### config.mk
export PLATFORM = sky130hd
export DESIGN_NAME = aes_round_engine
export DESIGN_NICKNAME = d
export VERILOG_FILES = /design/src/rtl/aes_round_engine.sv
export SDC_FILE = /design/constraint.sdc
export NUM_CORES = 1
export LEC_CHECK = 0
export ABC_AREA = 1
export ABC_CLOCK_PERIOD_IN_PS = 2000
export BUFFER_PORTS_ARGS = -buffer_cell sky130_fd_sc_hd__buf_2
export CAP_MARGIN = 20
export CORE_AREA = 2 2 350 352
export CTS_CLUSTER_DIAMETER = 120
export DETAILED_ROUTE_END_ITERATION = 16
export DIE_AREA = 0 0 352 354
export SLEW_MARGIN = 20
export SYNTH_ARGS = -nofsm -noshare
export SYNTH_HDL_FRONTEND = slang
export SYNTH_SLANG_ARGS = --single-unit
### constraint.sdc
create_clock -name clk -period 2 [get_ports clk]
set_input_delay 0.3 -clock clk [delete_from_list [all_inputs] [get_ports clk]]
set_output_delay 0.3 -clock clk [all_outputs]
set_load 0.05 [all_outputs]
### src/rtl/aes_round_engine.sv
// -----------------------------------------------------------------------------
// aes_round_engine
//
// Iterative block-cipher datapath that works alongside an external round-key
// accumulator. It accepts one 128-bit block and one 256-bit key per operation.
// It primes the accumulator with a key_next pulse and waits KEY_LAT cycles.
// It then applies the round function NUM_ROUNDS times, using the accumulator's
// round_key for the current round index. The result is returned through a
// valid/ready handshake. Only one block is in flight at a time.
//
// Round function (strictly 128-bit, rotations wrap bit 127 <-> bit 0):
//   encrypt : s <= rotl(s ^ round_key, ROT)
//   decrypt : s <= rotr(s, ROT) ^ round_key
//
// Ports
//   clk           in   1    clock, rising edge
//   reset         in   1    synchronous active-high reset
//   start         in   1    request, accepted when start && ready
//   ready         out  1    idle, able to accept start
//   encdec        in   1    1 = encrypt, 0 = decrypt (sampled on accept)
//   key_in        in   256  cipher key (sampled on accept)
//   block_in      in   128  input block (sampled on accept)
//   key           out  256  registered key to the accumulator
//   key_next      out  1    one-cycle load pulse to the accumulator
//   key_encdec    out  1    registered direction to the accumulator
//   round         out  4    current round index to the accumulator
//   round_key     in   128  round key for `round`, valid in the same cycle
//   result        out  128  output block
//   result_valid  out  1    held until result_ready
//   result_ready  in   1    downstream accepts the result
//   busy          out  1    ~ready
// -----------------------------------------------------------------------------
module aes_round_engine #(
    parameter int NUM_ROUNDS = 8,   // 1..15
    parameter int KEY_LAT    = 2,   // >= 1
    parameter int ROT        = 1    // 1..127
) (
    input  logic         clk,
    input  logic         reset,
    input  logic         start,
    output logic         ready,
    input  logic         encdec,
    input  logic [255:0] key_in,
    input  logic [127:0] block_in,
    output logic [255:0] key,
    output logic         key_next,
    output logic         key_encdec,
    output logic [3:0]   round,
    input  logic [127:0] round_key,
    output logic [127:0] result,
    output logic         result_valid,
    input  logic         result_ready,
    output logic         busy
);

    localparam int          LAT_W      = (KEY_LAT > 1) ? $clog2(KEY_LAT) : 1;
    localparam logic [LAT_W-1:0] LAT_LAST   = LAT_W'(KEY_LAT - 1);
    localparam logic [3:0]       ROUND_LAST = 4'(NUM_ROUNDS - 1);

    typedef enum logic [1:0] {
        IDLE  = 2'd0,
        LOAD  = 2'd1,
        ROUND = 2'd2,
        DONE  = 2'd3
    } state_e;

    state_e             state_q, state_d;
    logic [127:0]       s_q, s_d;
    logic [255:0]       key_q, key_d;
    logic               encdec_q, encdec_d;
    logic [3:0]         round_q, round_d;
    logic [LAT_W-1:0]   lat_q, lat_d;
    logic [127:0]       result_q, result_d;
    logic               result_valid_q, result_valid_d;
    logic [127:0]       s_new;

    function automatic logic [127:0] rotl(input logic [127:0] x);
        return (x << ROT) | (x >> (128 - ROT));
    endfunction

    function automatic logic [127:0] rotr(input logic [127:0] x);
        return (x >> ROT) | (x << (128 - ROT));
    endfunction

    // Decrypt relies on the accumulator supplying keys in reverse order, so
    // the engine only mirrors the per-round operation.
    assign s_new = encdec_q ? rotl(s_q ^ round_key) : (rotr(s_q) ^ round_key);

    // NOTE: every variable driven here gets its hold value first, so no path
    // through the case statement can leave one unassigned and infer a latch.
    always_comb begin
        state_d        = state_q;
        s_d            = s_q;
        key_d          = key_q;
        encdec_d       = encdec_q;
        round_d        = round_q;
        lat_d          = lat_q;
        result_d       = result_q;
        result_valid_d = result_valid_q;

        case (state_q)
            IDLE: begin
                if (start) begin
                    s_d      = block_in;
                    key_d    = key_in;
                    encdec_d = encdec;
                    round_d  = '0;
                    lat_d    = '0;
                    state_d  = LOAD;
                end
            end
            LOAD: begin
                // Wait out the accumulator latency; s and round stay put.
                if (lat_q == LAT_LAST) begin
                    state_d = ROUND;
                end else begin
                    lat_d = lat_q + LAT_W'(1);
                end
            end
            ROUND: begin
                s_d = s_new;
                if (round_q == ROUND_LAST) begin
                    // round is left at its last value for the DONE phase.
                    result_d       = s_new;
                    result_valid_d = 1'b1;
                    state_d        = DONE;
                end else begin
                    round_d = round_q + 4'd1;
                end
            end
            DONE: begin
                // start is deliberately ignored here; only the handshake ends DONE.
                if (result_ready) begin
                    result_valid_d = 1'b0;
                    state_d        = IDLE;
                end
            end
            default: state_d = IDLE;
        endcase
    end

    // NOTE: state registers use non-blocking assignments so every register
    // samples the pre-edge value of the others, independent of statement order.
    always_ff @(posedge clk) begin
        if (reset) begin
            state_q        <= IDLE;
            s_q            <= '0;
            key_q          <= '0;
            encdec_q       <= 1'b0;
            round_q        <= '0;
            lat_q          <= '0;
            result_q       <= '0;
            result_valid_q <= 1'b0;
        end else begin
            state_q        <= state_d;
            s_q            <= s_d;
            key_q          <= key_d;
            encdec_q       <= encdec_d;
            round_q        <= round_d;
            lat_q          <= lat_d;
            result_q       <= result_d;
            result_valid_q <= result_valid_d;
        end
    end

    assign ready        = (state_q == IDLE);
    assign busy         = ~ready;
    assign key_next     = (state_q == LOAD) && (lat_q == '0);
    assign key          = key_q;
    assign key_encdec   = encdec_q;
    assign round        = round_q;
    assign result       = result_q;
    assign result_valid = result_valid_q;

endmodule

---- Word level (Yosys, flattened, before mapping) ----
Index checks and enable logic that the tools add are counted.
cells by class
  $add $sub $neg .......................... 2
  eq/ne operators ......................... 9
  multiplexer cells ....................... 17
  bitwise logic cells ..................... 6
  reduce and logical (&&, ||, !) cells .... 12
operators by type and width
  cell                                           count
  2-to-1 mux 128 bit                             2
  case mux 128 bit (2 select lines)              1
  XOR 128 bit                                    2
  OR 127 x 128 -> 128 bit                        1
  OR 128 x 1 -> 128 bit                          1
  inequality test 2 bit, second input constant   5
  2-to-1 mux 2 bit                               4
  2-to-1 mux 4 bit                               2
  case mux 2 bit (4 select lines)                1
  case mux 4 bit (2 select lines)                1
  AND reduction 2 bit                            4
  AND reduction 3 bit                            2
  nonzero test 2 bit                             3
  adder 4 x 1 -> 4 bit, second input constant    1
  == test 2 bit, second input constant           2
  == test 4 x 3 -> 1 bit, second input constant  1
  2-to-1 mux 1 bit                               4
  case mux 1 bit (2 select lines)                2
  AND reduction 4 bit                            1
  == test 2 x 1 -> 1 bit, second input constant  1
  logical NOT 2 bit                              1
  inverter 1 bit                                 2
  adder 1 bit, second input constant             1
  logical AND 1 bit                              1
storage, ports and cells
  flip-flop bits (word level) ............. 521
  output and inout bits ................... 393

---- Longest topological paths before layout ----
  depth after elaboration ................. 4
  depth in mapped cells ................... 12
  gate-level depth less buffers ........... 10

---- Worst setup path before layout ----
OpenSTA, ideal clock, no wires.
  path type ............................... register to register
  start ................................... register state_q[0]
  end ..................................... register s_q[67]
  library setup time ...................... 70 ps
  arrival time ............................ 2,059 ps
  data required time ...................... 1,930 ps
  setup slack ............................. -129 ps
  cell stages (with the launch flop) ...... 13
  period minus slack after synthesis ...... 2,129 ps
  cells stage by stage .................... dfxtp_1 > inv_1 > ha_1 > inv_2 > nand2_1 > nand2_4 > inv_2 > buf_4 > buf_2 > nand2_1 > nand2_1 > inv_1 > a21oi_1
between the ends
  longest elaborated chain between the ends .. 3
  elaborated cells between the ends (all ways) .. 6
  those cells by class .................... eq/ne: 2; mux: 1; reduce/logical: 3
RTL lines
  element                                                                       RTL line  RTL
  start, declared                                                               67        state_e state_q, state_d;
  start signal, assigned                                                        155       state_q <= state_d;
  logical NOT 2 bit (*)                                                         n/a
  net ready                                                                     41        output logic ready,
  inequality test 2 bit (no line) / nonzero test 2 bit (equally long branches)  n/a
  AND reduction 2 bit (no line)                                                 n/a
  end signal, assigned                                                          147       s_q <= '0;
  end signal, assigned                                                          156       s_q <= s_d;
  end, declared                                                                 68        logic [127:0] s_q, s_d;
Mark *: on every way through the listed nets, which the timed path passes. The rest lies on a longest branch.
A chain may end at the register's enable or synchronous reset.

---- Worst setup path after layout ----
  start ................................... register state_q[0]
  end ..................................... output ready
between the ends
  longest elaborated chain between the ends .. 1
RTL lines
  element            RTL line  RTL
  logical NOT 2 bit  166       assign ready = (state_q == IDLE);
  end, declared      41
No other way between the ends.

==> impl_metrics.ini <==
[outcome]
status = completed

[synthesis]
synth_top_area_share_pct = 45.63
yosysTopAreaCell = dfxtp_1
synth.avg_cell_area_um2 = 7.279
synthCells = 3140
ys.flop_type = dfxtp_1
syn-cell-area_um2 = 22860
synth.area.top_cells = dfxtp_1 (46%), nor2_1 (11%), xnor2_1 (9.8%)
yosysSeqAreaShare_pct = 45.63
synth_nets = 3662
netlist_top_cells_count = nor2_1 (651), dfxtp_1 (521), nand2_1 (498), o21ai_0 (438), a21oi_1 (316)
ys_ff_latch = 521
yosysMostFrequentCell = nor2_1
yosysWarnings = 0
synth_edf_count = 0
synth.distinct_cells = 24
synthArstFlopShare_pct = 0

[worst_setup_path]
arrival_ns = 1.63
crit_path_end_kind = primary output
critPathSlowestCell = dfxtp_1
crit_fanout = 4
crit_type = flop to primary output
critical_path.top_delay_family = buffers and inverters
critPathMaxStageDelay_ns = 0.38
crit_chain = inv_1, ha_2, buf_4, buf_6
cp.buffers_inverters = 3
required_ns = 1.70
start_kind = flop

[final_layout]
final_layout_size_suffix_gt1_share_pct = 25.85
multi_input_area_um2 = 11170
area_delta_synth_final_pct = 55.37
fin_nets = 4872
nFillCells = 13080
seq_area_um2 = 10440
post-route-util_pct = 29.37

[timing]
setup_viol = 0
post-route-min-period_ns = 1.930
holdWs_ns = 0.04627
fin_crit_sh_pct = 96.50
slew_headroom_pct = 60.66
worst_slack_ns = 0.07003
setup_tns_ns = 0
hold_violations = 0
tightest_slew_ns = 0.5902
finClkSkew_ns = 0.01768
drv_slew = 0
fmax_mhz = 518.1
grt_setup_unrepaired = yes

[floorplanning]
die_y_um = 354
coreArea_um2 = 120900
rows = 128
die_w_um = 352
initial_utilization_pct = 18.90
dieArea_um2 = 124600
io_pins = 910

[global_route]
grt_pass1_vias = 25520
overflow = 0
antenna_found_initial = 63
grt_pass1_wl_um = 164700
grt_start_max_net_pins = 82
grtUsageTotal_pct = 17.31

[placement]
globalplace.congestion = 0.9650
pre_cts_slack_ns = 0.09764
hpwlAfterDp_um = 86850
io_buffers = 909

[detailed_routing]
drt_iter0_drc = 1953
ant_nets = 0
drtPass1Iterations = 7
drc_errors = 0
vias = 26250
postRouteWirelength_um = 113400
wire_per_inst_um = 18.72
viasPerCell = 4.333

[clock_tree]
insertion_delay_ns = 0.61
cts_buffers = 67
clock-sinks = 521
htreeDepth = 3
cts_root_buffer = clkbuf_16
cts.clk_slew.worst_paths_ns = 0.06
cts_tree = done
postCtsSetupBuffers = 0
clk_path_buf_depth = 3

[power]
p_leak_nw = 15.76
power_density_nw_per_um2 = 1350
peakVddDrop_mv = 0.7371

[min_path]
min_path_type = input pin to flop

[job]
cap_violations = 0
[cells in the final DEF (no fill, tap or decap), types with 2 or more instances in the layout]
cell,count
ha_2,2
clkinv_2,8
nand4_1,3
clkbuf_16,67
buf_2,904
clkinv_4,3
inv_4,2
inv_1,85
nand2_4,2
buf_6,2
inv_6,5
diode_2,31
o211ai_1,2
o21ai_1,2
a21oi_1,315
o21ai_0,438
nand3_1,132
dfxtp_1,519
clkbuf_1,16
nand2_1,497
dlygate4sd3_1,345
xnor2_1,256
buf_4,79
bufinv_16,4
ha_1,3
nor2_1,651
inv_16,2
clkbuf_8,16
inv_2,3
buf_12,27
inv_8,2
[layout make-up]
class                   count  share of cell area (%)
repair buffers           1359                   25.78
multi-input cells        2308                   31.46
well taps                1625                   5.725
clock buffers              99                   5.511
flip-flops and latches    521                   29.38
inverters                  93                   1.053
clock inverters            23                  0.8667
diodes                     31                  0.2184
[flip-flops by register name, summed over array words and instances, names as in the netlist]
name	count
lat_q	1
key_encdec	1
result	128
round	4
s_q	128
state_q	2
result_valid	1
key	256
[kinds of logic after synthesis]
group,after synthesis,share of synthesized area [%]
AO/OA/AOI/OAI,758,16.62
buffers and inverters,311,5.628
adder cells (fa/ha/maj),5,0.2737
XOR/XNOR,256,9.810
flip-flops,521,45.63
AND/OR/NAND/NOR,1289,22.03
[where the power goes]
part / switching, mW / internal [mW] / total [mW] / leakage, nW
clock network: 5.09 / 7.39 / 12.5 / 1.12
logic: 14.1 / 6.77 / 20.9 / 10.4
registers: 1.87 / 12.7 / 14.5 / 4.28
total: 21.1 / 26.8 / 47.9 / 15.8
[routing by layer]
layer	wire, µm	global-route usage [%]	vias up
li1	-	-	12620
met1	44960	20.08	12190
met2	53050	28.86	1137
met3	9637	5.340	277
met4	5533	8.506	34
met5	224	0	-
[metrics by stage]
| stage | total power, mW | instance area, µm² | std cells |
|---|---|---|---|
| 6_report | 47.94 | 35510 | 6059 |
| 5_1_grt | 50.70 | 35490 | 6050 |
| 4_1_cts | 48.26 | 35420 | 6028 |
| 3_5_place_dp | 34.97 | 29690 | 5561 |
| 3_3_place_gp | 34.77 | 29690 | 5561 |
| 2_1_floorplan | 28.33 | 22860 | 3140 |
[final timing paths]
| check | from | to | slack [ns] | depth (start not counted) |
|---|---|---|---|---|
| setup / recovery | state_q[0] | ready | 0.07 | 4 |
| hold / removal | key_in[25] | key[25] | 0.05 | 3 |
| setup reg to reg | state_q[0] | s_q[58] | 0.14 | 10 |
| hold reg to reg | key[137] | key[137] | 0.48 | 2 |
[worst reg2reg max path: cells and delay by family, from the launching register on]
| family | cells | cell delay (ns) |
|---|---|---|
| fa+ha+maj | 1 | 0.27 |
| buf+inv | 4 | 0.59 |
| compound gates | 1 | 0.15 |
| flops | 1 | 0.38 |
| simple gates | 4 | 0.39 |
[what timing repair did]
action | in CTS | in global routing
hold buffers | 345 | 0
endpoints found under the hold margin | 345 | 0
pin swaps | 0 | 0
setup endpoints to repair | 3 | 29
resized for setup | 5 | 5
No activity file was read; power rests on OpenSTA's default activity.
